### src/rtl/cv_uart_rx.sv
// cv_uart_rx: oversampling 8E1 UART receiver producing {frame_err, parity_err, data} with a one-cycle strobe.
module cv_uart_rx #(
  parameter int CLK_DIV    = 416,
  parameter bit PARITY_ODD = 1'b0
) (
  input  logic       CLK,
  input  logic       RST,
  input  logic       RXD,
  output logic       RX_DATA_EN,
  output logic [9:0] RX_DATA,
  output logic       BUSY
);
  typedef enum logic [2:0] {IDLE, START, DATA, PARITY, STOP} state_t;
  localparam logic [15:0] HALF = 16'(CLK_DIV / 2 - 1);
  localparam logic [15:0] FULL = 16'(CLK_DIV - 1);
  state_t      r_state;
  logic        r_rxs_m, r_rxs, r_rxs_d;
  logic [15:0] r_baud;
  logic [2:0]  r_bit;
  logic [7:0]  r_data;
  logic        r_perr;
  logic        w_fall, w_tick;
  assign w_fall = r_rxs_d & ~r_rxs;
  assign w_tick = (r_state != IDLE) && (r_baud == 16'd0);
  always_ff @(posedge CLK) begin
    if (RST) begin
      {r_rxs_d, r_rxs, r_rxs_m} <= 3'b111;
      r_state    <= IDLE;
      r_baud     <= '0;
      r_bit      <= '0;
      r_data     <= '0;
      r_perr     <= 1'b0;
      RX_DATA    <= '0;
      RX_DATA_EN <= 1'b0;
      BUSY       <= 1'b0;
    end else begin
      {r_rxs_d, r_rxs, r_rxs_m} <= {r_rxs, r_rxs_m, RXD};
      RX_DATA_EN <= 1'b0;
      // counter parks at zero while idle; the first tick lands mid start bit
      if (r_state == IDLE) r_baud <= w_fall ? HALF : 16'd0;
      else r_baud <= w_tick ? FULL : r_baud - 16'd1;
      case (r_state)
        IDLE: if (w_fall) begin
          r_state <= START;
          BUSY    <= 1'b1;
        end
        START: if (w_tick) begin
          r_state <= r_rxs ? IDLE : DATA;
          BUSY    <= ~r_rxs;
          r_bit   <= '0;
        end
        DATA: if (w_tick) begin
          r_data <= {r_rxs, r_data[7:1]};
          r_bit  <= r_bit + 3'd1;
          if (r_bit == 3'd7) r_state <= PARITY;
        end
        PARITY: if (w_tick) begin
          r_perr  <= ^r_data ^ r_rxs ^ PARITY_ODD;
          r_state <= STOP;
        end
        STOP: if (w_tick) begin
          RX_DATA    <= {~r_rxs, r_perr, r_data};
          RX_DATA_EN <= 1'b1;
          BUSY       <= 1'b0;
          r_state    <= IDLE;
        end
        default: r_state <= IDLE;
      endcase
    end
  end
endmodule

### config.mk
export PLATFORM = sky130hd
export DESIGN_NAME = cv_uart_rx
export DESIGN_NICKNAME = d
export VERILOG_FILES = /design/src/rtl/cv_uart_rx.sv
export SDC_FILE = /design/constraint.sdc
export NUM_CORES = 1
export LEC_CHECK = 0
export ABC_CLOCK_PERIOD_IN_PS = 2100
export BUFFER_PORTS_ARGS = -buffer_cell sky130_fd_sc_hd__buf_2
export CORE_MARGIN = 1
export CORE_UTILIZATION = 50
export CTS_CLUSTER_DIAMETER = 100
export CTS_CLUSTER_SIZE = 10
export DETAILED_ROUTE_END_ITERATION = 8
export GPL_ROUTABILITY_DRIVEN = 0
export PLACE_DENSITY = 0.76
export SLEW_MARGIN = 20
export SYNTH_ARGS = -nofsm -noshare
export SYNTH_HDL_FRONTEND = slang
export SYNTH_SLANG_ARGS = --single-unit
### constraint.sdc
create_clock -name CLK -period 2.1 [get_ports CLK]
set_input_delay 0.315 -clock CLK [delete_from_list [all_inputs] [get_ports CLK]]
set_output_delay 0.315 -clock CLK [all_outputs]
set_load 0.005 [all_outputs]
# Yosys cells after proc, flatten, opt, wreduce, memory -nomap -nowiden
# Cells that the tools add are included.
[totals]
reg_bits = 46
input_bits = 3
out_inout_bits = 12
word_cells = 60
[op_classes]
add_sub_neg = 2
n_eq_ne = 11
n_mux = 18
n_bitwise = 4
n_reduce_logical = 14
[op_table]
columns = ["operator", "count"]
rows = [
  ["two-way mux 16 bit", 2],
  ["two-way mux 3 bit", 7],
  ["logical NOT 16 bit", 1],
  ["subtractor 16 x 1 -> 16 bit, second input constant", 1],
  ["one-hot mux 3 bit (5 select lines)", 1],
  ["inequality test 2 bit, second input constant", 6],
  ["two-way mux 8 bit", 1],
  ["parity 8 bit", 1],
  ["equality test 3 x 2 -> 1 bit, second input constant", 2],
  ["equality test 3 bit, second input constant", 2],
  ["one-hot mux 3 bit (2 select lines)", 1],
  ["AND reduction 2 bit", 3],
  ["AND reduction 6 bit", 1],
  ["nonzero test 3 bit", 2],
  ["two-way mux 1 bit", 4],
  ["AND reduction 4 bit", 1],
  ["adder 3 x 1 -> 3 bit, second input constant", 1],
  ["equality test 3 x 1 -> 1 bit, second input constant", 1],
  ["logical NOT 3 bit", 1],
  ["one-hot mux 1 bit (3 select lines)", 1],
  ["AND reduction 3 bit", 1],
  ["two-way mux 2 bit", 1],
  ["inverter 1 bit", 2],
  ["nonzero test 2 bit", 1],
  ["4 further kinds", 4],
]

# Longest topological paths before layout
[depth]
ltp_word = 4
mapped_depth = 8

# Worst setup path after synthesis
# OpenSTA, ideal clock, no wires.
[synth_path]
path_kind = "reg-to-reg"
start = "reg r_baud[5]"
end = "reg r_perr"
setup_ns = 0.070
arrival_time_ns = 1.933
slack_ns = 0.096
stages_incl_launch_ff = 6
n_path_buf = 0
cell_sequence = "dfxtp_1 > or4_4 > nor4_4 > nand4b_4 > or4_1 > a21oi_1"
[synth_between]
elab_chain_len = 3
[synth_lines]
columns = ["element", "line_no", "source"]
rows = [
  ["start, declared", "18", "logic [15:0] r_baud;"],
  ["start signal, assigned", "40", "if (r_state == IDLE) r_baud <= w_fall ? HALF : 16'd0;"],
  ["start signal, assigned", "41", "else r_baud <= w_tick ? FULL : r_baud - 16'd1;"],
  ["logical NOT 16 bit", "24", "assign w_tick = (r_state != IDLE) && (r_baud == 16'd0);"],
  ["logical AND 1 bit", "24", ""],
  ["AND reduction 2 bit (no line)", "n/a", ""],
  ["end signal, assigned", "58", "r_perr <= ^r_data ^ r_rxs ^ PARITY_ODD;"],
  ["end, declared", "21", "logic r_perr;"],
]
# No other way between the ends.
# A chain may end at the register's enable or synchronous reset.

# Worst setup path in the final report
[layout_path]
start = "reg r_baud[0]"
end = "reg RX_DATA[3]"
[layout_between]
elab_chain_len = 3
[layout_lines]
columns = ["element", "line_no", "source"]
rows = [
  ["logical NOT 16 bit", "24", ""],
  ["logical AND 1 bit", "24", ""],
  ["AND reduction 2 bit (no line)", "n/a", ""],
  ["end signal, assigned", "62", "RX_DATA <= {~r_rxs, r_perr, r_data};"],
  ["end, declared", "10", "output logic [9:0] RX_DATA,"],
]
# No other way between the ends.

==> results.ini <==
[status]
status = finished, final reports clean

[synth]
yosysTopAreaCell = dfxtp_1
synth_mux_area_share_pct = 1.05
yosys-top-cells-area = dfxtp_1 (45%), nand2_1 (8.7%), a21oi_1 (7.2%), xor2_1 (4.8%), nor2_1 (3.9%)
synth.most_common_cell = nand2_1
async_flop_share_pct = 0
yosysWarnings = 0
syn_inst = 230
synth_commonest_cells = nand2_1 (47), dfxtp_1 (46), a21oi_1 (29), nor2_1 (21), xor2_1 (11)
synthXorXnorAreaFrac_pct = 9.77
syn_area_um2 = 2020
synth_compound_area_share_pct = 12.1
syn-num-nets = 237
synth_fa_ha_area_share_pct = 2.47
synth-edff-count = 0
avgSynthCellArea_um2 = 8.80
ys.flop_type = dfxtp_1
yosys.area_share.simple_pct = 27.1
ys_seq_area_share_pct = 45.5
synth_top_area_share_pct = 45.5
synth_top_family_by_area = simple AND/OR/NAND/NOR gates
ys_seq_elements = 46
yosys.cell_types.count = 39

[place]
port-buffer-count = 14
place_hpwl_um = 2530
place_area_um2 = 2180
dp_cells = 291

[finish]
drive_gt1_share_pct = 15.5
area_delta_synth_final_pct = 12.1
final_core_util_pct = 60.2
finalInstanceArea_um2 = 2270
num-fill-cells = 318
n_antenna_cell = 0
instances_no_fill = 299
nNetsFinal = 257

[routing]
top_layer_used = met4
ant_nets = 0
dr_wl_met3_um = 135
wl_per_cell_um = 12.5
wl_met1_um = 1990
drt_first_pass_iters = 4
via_per_inst = 5.38
drc = 0
num_vias = 1610
wl_met2_um = 1520
finalWirelength_um = 3720
initialDrtViolationCount = 141

[clocking]
clk_pin_slew_worst_paths_ns = 0.09
cts_setup_buffers = 0
cts_root_buffer = clkbuf_8
cts_buffer_depth = 2
clkSinkCount = 46
post_cts_resized = 0
cts_buffers = 5
cts_tree = built
ctsHtreeMaxLevel = 2
insertion_delay_ns = 0.31
ctsHoldBuffers = 0

[sta]
fmax_ghz = 0.511
period_share_pct = 93.1
slew_violations = 0
worst_pin_slew_ns = 0.536
rsz0062_at_grt = false
hold_viol_final = 0
setup_viol = 0
slew_headroom_pct = 64.0
skew_ns = 0.0143
fin_crit_ns = 1.96
fin_setup_tns_ns = 0

[hold_path]
hp-class = input port to register

[setup_path]
cp_num_buf_inv = 1
critPathArrivalTime_ns = 2.12
crit_top_cell = nand2_1
slowest_stage = and4_1
cp_max_fo = 10
required_ns = 2.27
path_cells = inv_1 -> ha_1 -> nor3b_1 -> and4_1 -> nand2_1 -> nand2_1 -> a21oi_1
end_kind = register
slowest_delay_ns = 0.39
startpoint_type = register
critical_path.top_delay_family = simple AND/OR/NAND/NOR gates
path_class = register to register

[power_and_ir_drop]
clkPwrFrac_pct = 26.9
peakVddDrop_mv = 0.412
power.total_mw = 2.02
p_int_mw = 1.38
seq_power_share_pct = 47.7
power_leakage_nw = 0.892
p_sw_share_pct = 31.8
power_density_nw_per_um2 = 891
p_sw_uw = 643
p_comb_share_pct = 25.3

[floorplanning]
num_rows = 22
die-area_um2 = 4310
io-pin-count = 15
die-height_um = 65.6
initial_core_util_pct = 53.7
core_area_um2 = 3770
die_w_um = 65.6

[grt]
grt_pass1_wl_um = 6400
grt_pass1_vias = 1418
overflow = 0
antenna_found_initial = 0
grtUsageTotal_pct = 19.6
grt_max_degree = 33

[job]
maxCapViolCount = 0

routing by layer:
layer	GRT usage (%)	vias to the layer above
li1	-	836
met1	27.1	739
met4	6.52	0
met3	6.25	7
met2	28.3	28
met5	0	-
worst paths after layout:
kind / startpoint / end / slack (ns) / cells after the start
min: RXD / r_rxs_m / 0.19 / 2
min reg2reg: r_rxs_m / r_rxs / 0.42 / 1
max: r_baud[0] / RX_DATA[3] / 0.14 / 7
max reg2reg: r_baud[0] / RX_DATA[3] / 0.14 / 7
registers in the layout, summed over array words and instances (netlist names):
signal / count
r_state: 3
RX_DATA_EN: 1
r_rxs_d: 1
r_data: 8
RX_DATA: 10
BUSY: 1
r_rxs: 1
r_bit: 3
r_rxs_m: 1
r_perr: 1
r_baud: 16
final cells by class:
cell class | count | area [µm²] | area share, %
Clock inverter | 3 | 21.3 | 0.937
Inverter | 2 | 7.51 | 0.331
Timing Repair Buffer | 22 | 130 | 5.73
Sequential cell | 46 | 921 | 40.6
Multi-Input combinational cell | 173 | 1060 | 46.7
Clock buffer | 5 | 68.8 | 3.03
Tap cell | 48 | 60.1 | 2.65
power by group through the flow:
stage | clock, mW | combinational, mW | sequential (mW)
2_1_floorplan | 0 | 0.388 | 0.967
4_1_cts | 0.556 | 0.509 | 0.965
3_5_place_dp | 0 | 0.505 | 0.985
5_1_grt | 0.596 | 0.568 | 0.973
6_report | 0.545 | 0.512 | 0.966
3_3_place_gp | 0 | 0.499 | 0.985
metrics by stage:
stage	hold WS [ns]	setup WS [ns]
6_report	0.192	0.144
3_5_place_dp	0.401	0.159
3_3_place_gp	0.394	0.177
2_1_floorplan	0.389	0.0965
4_1_cts	0.184	0.144
5_1_grt	0.197	0.000510
layout by cell type, fill, tap and decap left out, types with 3 or more instances in the layout:
cell type   n
nand2_1    47
dfxtp_1    46
a21oi_1    29
nor2_1     21
buf_2      14
xor2_1     11
xnor2_1     9
buf_4       8
clkbuf_8    5
nor4_1      4
nor3b_1     4
nand2b_1    4
ha_1        4
or2_2       3
nor3_1      3
nand4b_1    3
logic make-up (layout without fill, tap and decap cells):
kind of cell	count (synthesis)	after routing
AND/OR/NAND/NOR	104	104
flip-flops	46	46
AO/OA/AOI/OAI	42	42
XOR/XNOR	21	21
buffers and inverters	11	32
adder cells (fa/ha/maj)	4	4
multiplexers	2	2
Note: power is estimated with default switching activity, not from simulation.
